**config.mk**
```make
export PLATFORM = sky130hd
export DESIGN_NAME = fifo_modport_flat
export DESIGN_NICKNAME = d
export VERILOG_FILES = /design/src/rtl/fifo_pkg.sv /design/src/rtl/fifo_modport_if.sv /design/src/rtl/fifo_mem.sv /design/src/rtl/fifo_modport.sv /design/src/flat_wrapper.sv
export SDC_FILE = /design/constraint.sdc
export NUM_CORES = 1
export LEC_CHECK = 0
export ABC_AREA = 0
export BUFFER_PORTS_ARGS = -buffer_cell sky130_fd_sc_hd__buf_2
export CORE_AREA = 2 2 182 131
export DETAILED_ROUTE_END_ITERATION = 6
export DIE_AREA = 0 0 184 133
export SLEW_MARGIN = 20
export SYNTH_ARGS = -nofsm -noshare
export SYNTH_HDL_FRONTEND = slang
export SYNTH_SLANG_ARGS = --single-unit
```
**constraint.sdc**
```tcl
create_clock -name clk -period 3.8 [get_ports clk]
set_clock_uncertainty 0.05 [all_clocks]
set_input_delay 0.76 -clock clk [delete_from_list [all_inputs] [get_ports clk]]
set_output_delay 0.76 -clock clk [all_outputs]
set_load 0.03 [all_outputs]
```
**src/rtl/fifo_pkg.sv**
```systemverilog
// Shared defaults and types for the fifo_modport storage block.
// Imported by the interface, the memory and the FIFO top.
package fifo_pkg;

   localparam int FIFO_DATA_WIDTH = 8;
   localparam int FIFO_DEPTH      = 16;

   typedef logic [FIFO_DATA_WIDTH-1:0] data_t;

   // True when n is a power of two and at least 4
   function automatic bit depth_ok(input int n);
      return (n >= 4) && ((n & (n - 1)) == 0);
   endfunction

endpackage

```
**src/rtl/fifo_modport_if.sv**
```systemverilog
// Producer/consumer bundle for fifo_modport.
// master drives requests, slave (the FIFO) returns data and status.
interface fifo_modport_if
   import fifo_pkg::*;
#(
   parameter int DATA_WIDTH = FIFO_DATA_WIDTH
);

   logic                  wr_enb;
   logic [DATA_WIDTH-1:0] wr_data;
   logic                  rd_enb;
   logic [DATA_WIDTH-1:0] rd_data;
   logic                  full;
   logic                  empty;
   logic                  almost_full;
   logic                  almost_empty;
   logic                  half_full;

   modport master (
      output wr_enb,
      output wr_data,
      output rd_enb,
      input  rd_data,
      input  full,
      input  empty,
      input  almost_full,
      input  almost_empty,
      input  half_full
   );

   modport slave (
      input  wr_enb,
      input  wr_data,
      input  rd_enb,
      output rd_data,
      output full,
      output empty,
      output almost_full,
      output almost_empty,
      output half_full
   );

endinterface

```
**src/rtl/fifo_mem.sv**
```systemverilog
// Simple dual-port register array: write on clk, registered read.
// Array is not reset; only the read register is.
module fifo_mem
   import fifo_pkg::*;
#(
   parameter int DATA_WIDTH = FIFO_DATA_WIDTH,
   parameter int DEPTH      = FIFO_DEPTH,
   parameter int ADDR_WIDTH = $clog2(DEPTH)
) (
   input  logic                  clk,
   input  logic                  rstn,
   input  logic                  wr_en,
   input  logic [ADDR_WIDTH-1:0] wr_addr,
   input  logic [DATA_WIDTH-1:0] wr_data,
   input  logic                  rd_en,
   input  logic [ADDR_WIDTH-1:0] rd_addr,
   output logic [DATA_WIDTH-1:0] rd_data
);

   logic [DATA_WIDTH-1:0] mem [DEPTH];

   // Storage write; contents survive reset by design
   always_ff @(posedge clk) begin
      if (wr_en) begin
         mem[wr_addr] <= wr_data;
      end
   end

   // Registered read port, holds when no read is accepted
   always_ff @(posedge clk or negedge rstn) begin
      if (!rstn) begin
         rd_data <= '0;
      end else if (rd_en) begin
         rd_data <= mem[rd_addr];
      end
   end

endmodule

```
**src/rtl/fifo_modport.sv**
```systemverilog
// Single-clock synchronous FIFO with occupancy flags.
// Pointers, count and flag decode live here; storage in fifo_mem.
module fifo_modport
   import fifo_pkg::*;
#(
   parameter  int DATA_WIDTH = FIFO_DATA_WIDTH,
   parameter  int DEPTH      = FIFO_DEPTH,
   localparam int ADDR_WIDTH = $clog2(DEPTH),
   parameter  int AFULL_LVL  = DEPTH - 2,
   parameter  int AEMPTY_LVL = 2
) (
   input logic           clk,
   input logic           rstn,
   fifo_modport_if.slave bus
);

   localparam int CW = ADDR_WIDTH + 1;

   localparam logic [CW-1:0] DEPTH_C  = CW'(DEPTH);
   localparam logic [CW-1:0] HALF_C   = CW'(DEPTH / 2);
   localparam logic [CW-1:0] AFULL_C  = CW'(AFULL_LVL);
   localparam logic [CW-1:0] AEMPTY_C = CW'(AEMPTY_LVL);

   localparam bit DEPTH_LEGAL = depth_ok(DEPTH);

   logic [ADDR_WIDTH-1:0] wr_ptr;
   logic [ADDR_WIDTH-1:0] rd_ptr;
   logic [CW-1:0]         count;
   logic                  full_w;
   logic                  empty_w;
   logic                  wr_acc;
   logic                  rd_acc;
   logic [DATA_WIDTH-1:0] rd_q;

   // Flags decode only from the registered count
   assign full_w  = (count == DEPTH_C);
   assign empty_w = (count == '0);

   // A read frees a slot, so a full FIFO still takes a paired write
   assign rd_acc = bus.rd_enb & ~empty_w;
   assign wr_acc = bus.wr_enb & (~full_w | rd_acc);

   // Pointer and occupancy tracking
   always_ff @(posedge clk or negedge rstn) begin
      if (!rstn) begin
         wr_ptr <= '0;
         rd_ptr <= '0;
         count  <= '0;
      end else begin
         if (wr_acc) begin
            wr_ptr <= wr_ptr + 1'b1;
         end
         if (rd_acc) begin
            rd_ptr <= rd_ptr + 1'b1;
         end
         unique case ({wr_acc, rd_acc})
            2'b10:   count <= count + 1'b1;
            2'b01:   count <= count - 1'b1;
            default: count <= count;
         endcase
      end
   end

   fifo_mem #(
      .DATA_WIDTH (DATA_WIDTH),
      .DEPTH      (DEPTH),
      .ADDR_WIDTH (ADDR_WIDTH)
   ) u_mem (
      .clk     (clk),
      .rstn    (rstn),
      .wr_en   (wr_acc & DEPTH_LEGAL),
      .wr_addr (wr_ptr),
      .wr_data (bus.wr_data),
      .rd_en   (rd_acc),
      .rd_addr (rd_ptr),
      .rd_data (rd_q)
   );

   assign bus.rd_data      = rd_q;
   assign bus.full         = full_w;
   assign bus.empty        = empty_w;
   assign bus.almost_full  = (count >= AFULL_C);
   assign bus.almost_empty = (count <= AEMPTY_C);
   assign bus.half_full    = (count >= HALF_C);

endmodule

```
**src/flat_wrapper.sv**
```systemverilog
// flat-port wrapper written by rule: the top's interface ports become plain ports
module fifo_modport_flat import fifo_pkg::*;
#(
   parameter  int DATA_WIDTH = FIFO_DATA_WIDTH,
   parameter  int DEPTH      = FIFO_DEPTH,
   localparam int ADDR_WIDTH = $clog2(DEPTH),
   parameter  int AFULL_LVL  = DEPTH - 2,
   parameter  int AEMPTY_LVL = 2
)
  (clk, rstn, bus_wr_enb, bus_wr_data, bus_rd_enb, bus_rd_data, bus_full, bus_empty, bus_almost_full, bus_almost_empty, bus_half_full);
  fifo_modport_if #(.DATA_WIDTH(DATA_WIDTH)) bus_i ();
  input logic clk;
  input logic rstn;
  input wire logic [$bits(bus_i.wr_enb)-1:0] bus_wr_enb;
  input wire logic [$bits(bus_i.wr_data)-1:0] bus_wr_data;
  input wire logic [$bits(bus_i.rd_enb)-1:0] bus_rd_enb;
  output wire logic [$bits(bus_i.rd_data)-1:0] bus_rd_data;
  output wire logic [$bits(bus_i.full)-1:0] bus_full;
  output wire logic [$bits(bus_i.empty)-1:0] bus_empty;
  output wire logic [$bits(bus_i.almost_full)-1:0] bus_almost_full;
  output wire logic [$bits(bus_i.almost_empty)-1:0] bus_almost_empty;
  output wire logic [$bits(bus_i.half_full)-1:0] bus_half_full;
  assign bus_i.wr_enb = bus_wr_enb;
  assign bus_i.wr_data = bus_wr_data;
  assign bus_i.rd_enb = bus_rd_enb;
  assign bus_rd_data = bus_i.rd_data;
  assign bus_full = bus_i.full;
  assign bus_empty = bus_i.empty;
  assign bus_almost_full = bus_i.almost_full;
  assign bus_almost_empty = bus_i.almost_empty;
  assign bus_half_full = bus_i.half_full;
  fifo_modport #(.DATA_WIDTH(DATA_WIDTH), .DEPTH(DEPTH), .AFULL_LVL(AFULL_LVL), .AEMPTY_LVL(AEMPTY_LVL)) u_core (.clk(clk), .rstn(rstn), .bus(bus_i));
endmodule
```
==> results.sh <==
export IMPL_clk_latency_ns=0.41
export IMPL_syn_area_per_cell_sq_um=18.98
export IMPL_hold_slack_ns=0.3160
export IMPL_p_int_uw=3718
export IMPL_io_buffers=24
export IMPL_drive_gt1_share_pct=31.99
export IMPL_max_vdd_ir_drop_uv=316.9
export IMPL_ff2ff_path_depth=8
export IMPL_cp_top_family="simple AND/OR/NAND/NOR gates"
export IMPL_yosys_area_share_simple_pct=3.906
export IMPL_synth_seq_cells=149
export IMPL_antenna_found_initial=0
export IMPL_clkSlewWorstSetupHoldPaths_ns=0.06
export IMPL_ioPinCount=25
export IMPL_multi_input_area_sq_um=1608
export IMPL_period_minus_slack_ns=3.069
export IMPL_gr_total_overflow=0
export IMPL_setup_tns_ns=0
export IMPL_dr_pass1_iters=4
export IMPL_netlist_area_sq_um=6055
export IMPL_avgRoutedWirePerCell_um=18.98
export IMPL_cp_end_kind="flop"
export IMPL_synth_top_area_cell="edfxtp_1"
export IMPL_timing_critical_path_cells="or4_1 > nor2_1 > nor3_1 > fa_1 > a21o_1 > a2111o_1 > o211a_1 > a211o_1"
export IMPL_fp_row_count=47
export IMPL_syn_nets=340
export IMPL_grt_max_degree=30
export IMPL_rr_startpoint="u_core.count[3]"
export IMPL_ant_nets=0
export IMPL_fill_cells=2220
export IMPL_drv_cap=0
export IMPL_max_freq_mhz=325.9
export IMPL_yosysWarnings=0
export IMPL_slowest_stage="or4_1"
export IMPL_yosys_area_share_adder_pct=1.984
export IMPL_seqPwrFrac_pct=43.2
export IMPL_pre_cts_ws_ns=0.7416
export IMPL_hold_buffers=0
export IMPL_clkPwrFrac_pct=28.4
export IMPL_cts_resized=0
export IMPL_via_count=3088
export IMPL_synth_top_area_share_pct=63.48
export IMPL_cts_root_buffer="clkbuf_16"
export IMPL_grt_pass1_vias=3234
export IMPL_combPwrFrac_pct=28.4
export IMPL_cts_path_max_buffers=2
export IMPL_regArea_sq_um=4370
export IMPL_path_buf_inv=0
export IMPL_startpoint_type="flop"
export IMPL_crit_cells=8
export IMPL_diodes=0
export IMPL_fin_ws_ns=0.7312
export IMPL_drt_wl_total_um=12640
export IMPL_yosysSeqAreaShare_pct=72.16
export IMPL_synthCells=319
export IMPL_synth_mux_area_share_pct=14.90
export IMPL_powerDensity_nw_per_um2=761.5
export IMPL_status="complete, no violations"
export IMPL_cts_max_level=4
export IMPL_critPathRequiredTime_ns=4.04
export IMPL_drc=0
export IMPL_slew_violations=0
export IMPL_final_common_cell="edfxtp_1"
export IMPL_sw_frac_of_total_pct=31.72
export IMPL_syn2layout_area_growth_pct=18.10
export IMPL_finalCritPeriodShare_pct=80.76
export IMPL_synth_cell_types=38
export IMPL_dieHeight_um=133
export IMPL_min_path_type="in2async"
export IMPL_cts_sinks=149
export IMPL_hold_viol=0
export IMPL_die_w_um=184
export IMPL_worstPathArrival_ns=3.30
export IMPL_p_switching_uw=1727
export IMPL_critPathKind="reg2reg"
export IMPL_worst_pin_slew_ns=0.9694
export IMPL_die_area_sq_um=24470
export IMPL_grtUsageTotal_pct=10.82
export IMPL_slew_headroom_pct=35.37
export IMPL_coreArea_sq_um=22930
export IMPL_grt_pass1_wl_um=19230
export IMPL_nets=380
export IMPL_cp_slowest_stage_delay_ns=0.72
export IMPL_synth_compound_area_share_pct=4.050
export IMPL_viasPerCell=4.637
export IMPL_rsz0062_at_grt="false"
export IMPL_finalSetupViolCount=0
export IMPL_crit_start="u_core.count[3]"
export IMPL_cts_tree="built"
export IMPL_gp_congestion=0.7580
export IMPL_drt_iter0_markers=311
export IMPL_synthXorXnorAreaFrac_pct=1.302
export IMPL_mostFrequentLayoutCells="edfxtp_1 (128), mux4_2 (32), buf_2 (24)"
export IMPL_cts_buffers=17
export IMPL_post_cts_setup_buffers=0
export IMPL_hpwlAfterDp_um=8228
export IMPL_p_leak_uw=0.002442
export IMPL_cp_max_fo=9
export IMPL_ys_top_cells_by_area="edfxtp_1 (63%), mux4_2 (12%), dfrtp_1 (8.7%)"
export IMPL_start_util_pct=26.40
export IMPL_synth_top_family_by_area="multiplexers"
[logic make-up (layout without fill, tap and decap cells)]
logic type	Yosys count	after routing
xor+xnor	9	9
flops	149	149
buf+inv	25	78
compound gates	37	37
mux	47	47
simple gates	43	43
fa+ha+maj	9	9
[per-layer routing]
metal  vias up  global-route usage, %  wire, um
met1      1634                  15.36      5871
met3        10                  2.395       784
met2        77                  16.58      5875
li1       1367                      -         -
met5         -                      0         0
met4         0                  3.333       107
[power groups by stage]
stage,logic [uW],registers [uW],clock network (uW)
floorplan,1190,2240,0
global placement,1520,2370,0
detailed placement,1560,2390,0
CTS,1570,2360,1580
global route,1660,2400,1650
finish,1540,2350,1550
[cell type report]
class | instances | area share [%]
sequential | 149 | 61.12
multi-input combinational | 145 | 22.48
clock buffer | 20 | 6.247
tap | 294 | 5.144
timing repair buffer | 38 | 3.150
clock inverter | 12 | 1.435
inverter | 8 | 0.4199
[flip-flops by register name, summed over array words and instances, names as in the netlist]
| signal | count |
|---|---|
| u_core.count | 5 |
| u_core.rd_ptr | 4 |
| u_core.u_mem.mem | 128 |
| u_core.u_mem.rd_data | 8 |
| u_core.wr_ptr | 4 |
[cell usage after synthesis]
master    instances
nor4_1            4
nor2_1            8
ha_1              8
a21o_1            2
fa_1              1
nand2_1           5
o21ai_1           1
clkbuf_1          9
nor2b_1           8
nand3b_1          1
xor2_1            3
a211o_1           1
xnor2_1           6
or2_2             1
o21a_1            2
mux2i_1           2
o211ai_1          1
a21oi_1          10
nor3_1            1
o22ai_1           8
nor3b_1           1
inv_1             8
nand4_1           2
a2111o_1          1
mux2_2            9
buf_1             1
o21ai_0           1
edfxtp_1        128
o211a_1           1
or4_1             1
nand3_1           2
buf_2             7
mux4_2           32
and3_1            8
nand2b_1          1
mux2_4            4
dfrtp_1          21
a211oi_1          9
[metrics by stage]
stage / power [uW] / cells / utilization (%) / area [sq um]
floorplan: 3429 / 319 / - / 6055
global placement: 3888 / 634 / 28.78 / 6601
detailed placement: 3943 / 634 / 28.78 / 6601
CTS: 5499 / 666 / 31.18 / 7151
global route: 5710 / 666 / 31.18 / 7151
finish: 5446 / 666 / 31.18 / 7151
[path summary, 6_finish.rpt]
check,endpoint,slack [ns]
setup / recovery,u_core.count[4],0.73
hold / removal,u_core.u_mem.rd_data[3],0.32
setup reg to reg,u_core.count[4],0.73
hold reg to reg,u_core.u_mem.rd_data[1],0.53
max in group asynchronous,u_core.rd_ptr[2],2.95
min in group clk,u_core.u_mem.rd_data[1],0.53
Power figures use the tool's default switching activity.
